### src/rtl/marco_caller.sv
// marco_caller: transmits "MARCO" as 8N1 UART, then waits for a "POLO" reply or a timeout.
// Define MARCO_CALLER_CRLF_EN to append CR LF (0x0D 0x0A) to the transmitted message.
module marco_caller #(
    parameter int unsigned TIMEOUT_TICKS = 19200,
    parameter int unsigned TO_W          = 15
) (
    input  logic       clk,
    input  logic       rst,
    input  logic       baud_tick,
    input  logic       start,
    input  logic [7:0] rx_data,
    input  logic       rx_valid,
    output logic       tx,
    output logic       busy,
    output logic       got_reply,
    output logic       timeout
);

`ifdef MARCO_CALLER_CRLF_EN
    localparam int unsigned MSG_LEN = 7;
`else
    localparam int unsigned MSG_LEN = 5;
`endif
    localparam logic [2:0] LAST_BYTE = 3'(MSG_LEN - 1);

    typedef enum logic [2:0] {
        IDLE,
        START_BIT,
        DATA_BITS,
        STOP_BIT,
        WAIT_REPLY
    } state_t;

    state_t          state;
    logic [2:0]      byte_idx;
    logic [2:0]      bit_idx;
    logic [1:0]      match_idx;
    logic            start_driven;
    logic [TO_W-1:0] to_cnt;

    logic [7:0]      cur_byte;
    logic [7:0]      exp_byte;
    logic [2:0]      next_bit;
    logic            final_match;
    logic            to_done;

    // Outgoing message ROM
    always_comb begin
        cur_byte = 8'h00;
        case (byte_idx)
            3'd0:    cur_byte = 8'h4D;
            3'd1:    cur_byte = 8'h41;
            3'd2:    cur_byte = 8'h52;
            3'd3:    cur_byte = 8'h43;
            3'd4:    cur_byte = 8'h4F;
`ifdef MARCO_CALLER_CRLF_EN
            3'd5:    cur_byte = 8'h0D;
            3'd6:    cur_byte = 8'h0A;
`endif
            default: cur_byte = 8'h00;
        endcase
    end

    // Expected reply byte at the current match position
    always_comb begin
        exp_byte = 8'h50;
        case (match_idx)
            2'd0:    exp_byte = 8'h50;
            2'd1:    exp_byte = 8'h4F;
            2'd2:    exp_byte = 8'h4C;
            default: exp_byte = 8'h4F;
        endcase
    end

    assign next_bit    = bit_idx + 3'd1;
    assign final_match = rx_valid && (rx_data == exp_byte) && (match_idx == 2'd3);
    assign to_done     = baud_tick && (to_cnt == TO_W'(TIMEOUT_TICKS - 1));

    always_ff @(posedge clk or posedge rst) begin
        if (rst) begin
            state        <= IDLE;
            byte_idx     <= 3'd0;
            bit_idx      <= 3'd0;
            match_idx    <= 2'd0;
            start_driven <= 1'b0;
            to_cnt       <= '0;
            tx           <= 1'b1;
            busy         <= 1'b0;
            got_reply    <= 1'b0;
            timeout      <= 1'b0;
        end else begin
            got_reply <= 1'b0;
            timeout   <= 1'b0;
            case (state)
                IDLE: begin
                    // A start coinciding with a result pulse is dropped
                    if (start && !got_reply && !timeout) begin
                        state        <= START_BIT;
                        busy         <= 1'b1;
                        byte_idx     <= 3'd0;
                        bit_idx      <= 3'd0;
                        start_driven <= 1'b0;
                    end
                end
                START_BIT: begin
                    if (baud_tick) begin
                        if (!start_driven) begin
                            tx           <= 1'b0;
                            start_driven <= 1'b1;
                        end else begin
                            tx      <= cur_byte[0];
                            bit_idx <= 3'd0;
                            state   <= DATA_BITS;
                        end
                    end
                end
                DATA_BITS: begin
                    if (baud_tick) begin
                        if (bit_idx == 3'd7) begin
                            tx    <= 1'b1;
                            state <= STOP_BIT;
                        end else begin
                            bit_idx <= next_bit;
                            tx      <= cur_byte[next_bit];
                        end
                    end
                end
                STOP_BIT: begin
                    if (baud_tick) begin
                        if (byte_idx != LAST_BYTE) begin
                            // Back-to-back: next start bit goes out on this same tick
                            byte_idx     <= byte_idx + 3'd1;
                            tx           <= 1'b0;
                            start_driven <= 1'b1;
                            state        <= START_BIT;
                        end else begin
                            to_cnt    <= '0;
                            match_idx <= 2'd0;
                            state     <= WAIT_REPLY;
                        end
                    end
                end
                WAIT_REPLY: begin
                    if (baud_tick) begin
                        to_cnt <= to_cnt + TO_W'(1);
                    end
                    if (rx_valid) begin
                        if (rx_data == exp_byte) begin
                            match_idx <= match_idx + 2'd1;
                        end else begin
                            match_idx <= (rx_data == 8'h50) ? 2'd1 : 2'd0;
                        end
                    end
                    if (final_match) begin
                        got_reply <= 1'b1;
                        busy      <= 1'b0;
                        state     <= IDLE;
                    end else if (to_done) begin
                        timeout <= 1'b1;
                        busy    <= 1'b0;
                        state   <= IDLE;
                    end
                end
                default: state <= IDLE;
            endcase
        end
    end

endmodule

### config.mk
export PLATFORM = sky130hd
export DESIGN_NAME = marco_caller
export DESIGN_NICKNAME = d
export VERILOG_FILES = /design/src/rtl/marco_caller.sv
export SDC_FILE = /design/constraint.sdc
export NUM_CORES = 1
export LEC_CHECK = 0
export CAP_MARGIN = 10
export CORE_AREA = 8 8 69 71
export CTS_BUF_LIST = sky130_fd_sc_hd__clkbuf_4 sky130_fd_sc_hd__clkbuf_8
export DETAILED_ROUTE_END_ITERATION = 7
export DIE_AREA = 0 0 77 79
export HOLD_SLACK_MARGIN = 0.15
export PLACE_DENSITY = 0.74
export SYNTH_ARGS = -nofsm -noshare
export SYNTH_HDL_FRONTEND = slang
export SYNTH_SLANG_ARGS = --single-unit
### constraint.sdc
create_clock -name clk -period 5.7 [get_ports clk]
set_input_delay 0.57 -clock clk [delete_from_list [all_inputs] [get_ports clk]]
set_output_delay 0.57 -clock clk [all_outputs]
set_load 0.005 [all_outputs]
==> results of run 1 <==
## cell type report
class / count / area, sq um / share of cell area [%]
clock inverters: 1 / 5.00 / 0.228
repair buffers: 18 / 175 / 8.00
multi-input cells: 157 / 1050 / 48.0
well taps: 50 / 62.6 / 2.86
flip-flops and latches: 31 / 777 / 35.5
inverters: 10 / 37.5 / 1.71
clock buffers: 6 / 82.6 / 3.77
## layout by cell type, fill, tap and decap left out, types with 2 or more instances in the layout
cell type / instances
clkbuf_8: 6
ha_1: 9
nor4bb_1: 2
and3_1: 4
a311oi_1: 2
nor2b_1: 2
nor3_1: 7
a21oi_1: 16
a22oi_1: 2
inv_1: 10
o31ai_1: 8
nand3b_1: 2
o2111ai_1: 2
or3_1: 5
o21ai_1: 2
and3b_1: 2
clkdlybuf4s50_1: 16
nand4_1: 5
nand2_1: 19
buf_4: 2
o21ai_0: 8
nand3_1: 8
mux2i_1: 4
or4_1: 8
nor2_1: 12
nand2b_1: 3
dfrtp_1: 30
a32o_1: 3
## state kept, by name, indices dropped and copies added (netlist names)
signal	cells
busy	1
byte_idx	3
to_cnt	15
state	3
tx	1
bit_idx	3
timeout	1
match_idx	2
start_driven	1
got_reply	1
## cell families (layout without fill, tap and decap cells)
logic type	Yosys count	after routing	share of synthesized area [%]
buffers and inverters	21	35	5.25
AND/OR/NAND/NOR	86	86	25.3
multiplexers	5	5	2.66
flip-flops	31	31	40.3
AO/OA/AOI/OAI	56	56	20.2
adder cells (fa/ha/maj)	9	9	5.84
XOR/XNOR	1	1	0.454
## path summary, 6_finish.rpt
kind                         startpoint           end  slack (ns)  cells past startpoint
max                           baud_tick     to_cnt[6]        3.21                      5
min                        match_idx[1]  match_idx[1]        0.53                      1
max reg2reg                    state[1]     to_cnt[6]        3.52                      4
min reg2reg                match_idx[1]  match_idx[1]        0.53                      1
max in group asynchronous           rst            tx        4.71                      3
min in group asynchronous           rst    to_cnt[14]        0.66                      3
## critical path: stages
cell and delay (ns):
clkdlybuf4s50_1 0.70, and4b_1 0.40, a22oi_2 0.30, or4_1 0.58
a21oi_1 0.15
## routing by layer
metal	up-vias	wire length [um]	GRT usage (%)
met1	820	1950	17.5
li1	823	-	-
met2	22	2000	23.3
met4	0	54	4.53
met3	8	134	4.18
met5	-	0	0
## power groups by stage
stage               Combinational, mW  Sequential, mW  Clock (mW)
global placement                0.220           0.335           0
floorplan                       0.206           0.296           0
global route                    0.254           0.343       0.186
CTS                             0.224           0.333       0.180
finish                          0.224           0.334       0.176
detailed placement              0.224           0.337           0
## through the flow
stage / utilization [%] / instance area, sq um / power, mW
global placement: 55.4 / 2100 / 0.556
detailed placement: 55.4 / 2100 / 0.561
CTS: 57.7 / 2190 / 0.737
finish: 57.7 / 2190 / 0.735
floorplan: - / 1930 / 0.503
global route: 57.7 / 2190 / 0.783
==> impl_metrics.ini, run 1 <==
[flow_run]
maxCapViolCount = 0

[synth]
ys_ff_latch = 31
syn_nets = 231
synth_area_leaders = dfrtp_1, ha_1, a21oi_1, nand2_1, o31ai_1
synth_top_area_share_pct = 38.9
synth_cell_types = 52
yosys.cell_count.top_type = dfrtp_1
syn_area_per_cell_sq_um = 9.23
ys_top_cells_by_count = dfrtp_1, nand2_1, a21oi_1, nor2_1, inv_1
synth_cells = 209
synth_ff_type = dfrtp_1
ys_seq_area_share_pct = 40.3
yosysWarnings = 0
synth_edf_count = 0
async_reset_ff_share_pct = 100
synth_area_leader_cell = dfrtp_1
syn_area_sq_mm = 0.00193

[final_layout]
final_nets = 245
drive_gt1_share_pct = 6.28
fill_cells = 345
final_cells = 273
n_antenna_cell = 0
area_growth_pct = 13.6

[clock_network]
clockRootBuffer = clkbuf_8
post_cts_buffers = 0
cts_tree = yes
postCtsHoldBufs = 0
cts_buffers = 5
clk_pin_slew_ns = 0.06
clock_sinks = 31
cts_resized = 0
clockBufferDepth = 2
insertion_delay_ns = 0.29
cts_max_level = 2

[critical_path]
crit_required_ns = 5.92
cp.arrival_ns = 2.71
worstSetupStartpointType = input port
path_max_fanout = 22
critPathKind = in2reg
cp-end-kind = register

[run_status]
status = complete, no violations

[worst_hold_path]
worst_hold_path_type = reg2reg

[sta]
tns_ns = 0
relSlewSlack_pct = 44.6
hold_slack_ns = 0.529
fmax_mhz = 401
finalCritPeriodShare_pct = 43.8
hold_violations = 0
min_period_ns = 2.49
setup_viol = 0
fin_worst_skew_ns = 0.00629
rsz0062_at_grt = no
slew_viol_final = 0
setup_ws_ns = 3.21
max_slew.worst_pin.slew_ns = 0.831

[floorplan]
io_pins = 17
die_h_um = 79
initial_core_util_pct = 50.8
num_rows = 23
core_area_sq_mm = 0.00380
die_w_um = 77
die_area_sq_mm = 0.00608

[routing]
drtIter0Drc = 77
wl_per_cell_um = 15.2
viasPerCell = 6.13
routed_wl_um = 4140
dr.pass1.iters = 4
ant_nets = 0
drc = 0
routed-via-count = 1673

[pwr]
p_leak_nw = 0.875
pwr-share-clk_pct = 24.0
power.density_mw_per_mm2 = 336
seqPwrFrac_pct = 45.5
power_frac_comb_pct = 30.5
switching_share_pct = 36.9
p_int_mw = 0.464
peakVddDrop_mv = 0.135
power.switching_mw = 0.271

[global_route]
grt_pass1_vias = 1600
grt_overflow = 0
grt_usage_pct = 14.1
antenna_found_initial = 0
grt_max_degree = 32
grt_first_pass_wirelength_um = 7120

[placed_design]
dp_cells = 266
preCtsSetupSlack_ns = 2.91
portBuffers = 16
gp_congestion = 0.807
dp_hpwl_um = 2980
(Power assumes the default switching activity.)
==> inputs of run 2 (changes only) <==
--- a/config.mk
+++ b/config.mk
@@ -11,7 +11,7 @@
 export DETAILED_ROUTE_END_ITERATION = 7
 export DIE_AREA = 0 0 77 79
 export HOLD_SLACK_MARGIN = 0.15
-export PLACE_DENSITY = 0.74
+export PLACE_DENSITY = 0.77
 export SYNTH_ARGS = -nofsm -noshare
 export SYNTH_HDL_FRONTEND = slang
 export SYNTH_SLANG_ARGS = --single-unit
==> constraint.sdc (replaced) <==
create_clock -name clk -period 2.15 [get_ports clk]
set_input_delay 0.215 -clock clk [delete_from_list [all_inputs] [get_ports clk]]
set_output_delay 0.215 -clock clk [all_outputs]
set_load 0.005 [all_outputs]
==> run 2 against run 1 <==
  * Setup slack lost 3.0 ns
  * Count of clock-buffer cells in the layout is the same
  * Clock skew is 0.0051 ns higher
  * Hold slack got worse by 0.23 ns
  * Power grew to 2.9 times the previous value
  * Core utilization rose by 3.2 points
  * Largest cell class unchanged
  * Largest power group unchanged
==> impl_metrics.ini, run 2 (same netlist as run 1, synthesis figures left out) <==
[global_route]
grt_overflow = 0
antenna_found_initial = 0
grt_pass1_vias = 1624
grt_usage_pct = 15.3
grt_max_degree = 32
grt_first_pass_wirelength_um = 7650

[sta]
fmax_mhz = 516
setup_ws_ns = 0.211
fin_worst_skew_ns = 0.0114
relSlewSlack_pct = 61.3
tns_ns = 0
hold_slack_ns = 0.304
min_period_ns = 1.94
max_slew.worst_pin.slew_ns = 0.580
slew_viol_final = 0
rsz0062_at_grt = no
setup_viol = 0
finalCritPeriodShare_pct = 90.2
hold_violations = 0

[critical_path]
critPathBufInv = 0
crit_required_ns = 2.37
slowest_delay_ns = 0.53
r2r-start = state[0]
slowest_stage = or3b_1
critPathKind = reg2reg
worstSetupStartpoint = state[0]
crit_family = simple AND/OR/NAND/NOR gates
cp-end-kind = register
path_max_fanout = 12
worst-r2r-setup-slack_ns = 0.21
crit_chain = or3b_1, o32a_1, or4_1, a21oi_1
worstSetupStartpointType = register
cp.arrival_ns = 2.15

[floorplan]
die_w_um = 77
die_area_sq_mm = 0.00608
num_rows = 23
io_pins = 17
initial_core_util_pct = 50.8
core_area_sq_mm = 0.00380
die_h_um = 79

[clock_network]
clk_pin_slew_ns = 0.07
postCtsHoldBufs = 0
cts_resized = 0
post_cts_buffers = 0
cts_tree = yes
cts_buffers = 5
clock_sinks = 31
clockBufferDepth = 2
cts_max_level = 2
clockRootBuffer = clkbuf_8
insertion_delay_ns = 0.29

[final_layout]
fill_cells = 343
final_util_pct = 60.8
drive_gt1_share_pct = 11.4
regMostFlops = to_cnt
largest_register_ffs = 15
final_cell_mix = dfrtp_1, nand2_1, a21oi_1, clkdlybuf4s50_1, buf_4
layout_commonest_cell = dfrtp_1
final_cell_area_sq_mm = 0.00231
final_nets = 257
n_antenna_cell = 0
final_cells = 286
area_growth_pct = 19.8

[routing]
drc = 0
dr.pass1.iters = 4
drtIter0Drc = 154
routed-via-count = 1706
wl_per_cell_um = 14.9
ant_nets = 0
viasPerCell = 5.97
routed_wl_um = 4280

[run_status]
status = complete, no violations

[placed_design]
gp_congestion = 0.821
preCtsSetupSlack_ns = 0.111
dp_cells = 278
postPlaceCellArea_sq_mm = 0.00219
dp_hpwl_um = 3200
portBuffers = 16

[flow_run]
maxCapViolCount = 0

[pwr]
peakVddDrop_mv = 0.348
total_power_mw = 2.17
power.density_mw_per_mm2 = 937
p_leak_nw = 0.947

[worst_hold_path]
worst_hold_path_type = in2async
## run 2: cell types whose count changed in the layout (fill, tap and decap cells not counted)
cell | before | now
buf_4 | 2 | 14
bufinv_16 | 0 | 1
## run 2: path summary, 6_finish.rpt
| path | end | cells past startpoint |
|---|---|---|
| max | to_cnt[14] | 4 |
| min | to_cnt[4] | 3 |
| max reg2reg | to_cnt[14] | 4 |
| min reg2reg | bit_idx[1] | 2 |
| max in group asynchronous | tx | 3 |
| min in group clk | bit_idx[1] | 2 |
## run 2: final cells by class
type,instances,area (sq um),share of cell area [%]
Multi-Input combinational cell,157,1050,45.5
Sequential cell,31,777,33.6
Timing Repair Buffer,30,265,11.5
Clock buffer,6,82.6,3.57
Tap cell,50,62.6,2.71
Inverter,10,37.5,1.62
Clock inverter,2,35.0,1.52
## run 2: routing by layer
layer  track usage (%)  up-vias  part of all wire, %
met1              19.2      823                   48
met3              3.95        6                  3.7
li1                  -      842                    -
met4              5.28        0                  1.2
met5                 0        -                    0
met2              25.0       35                   47
## run 2: worst reg2reg max path, cell delays in order (launching register included)
cell and delay, ns:
dfrtp_1 0.52, or3b_1 0.53, o32a_1 0.26, or4_1 0.42, a21oi_1 0.15
## run 2: power by group
part           internal, mW  switching, mW  total [mW]
clock network         0.375          0.224       0.598
logic                 0.355          0.361       0.717
registers             0.691          0.160       0.851
total                  1.42          0.745        2.17
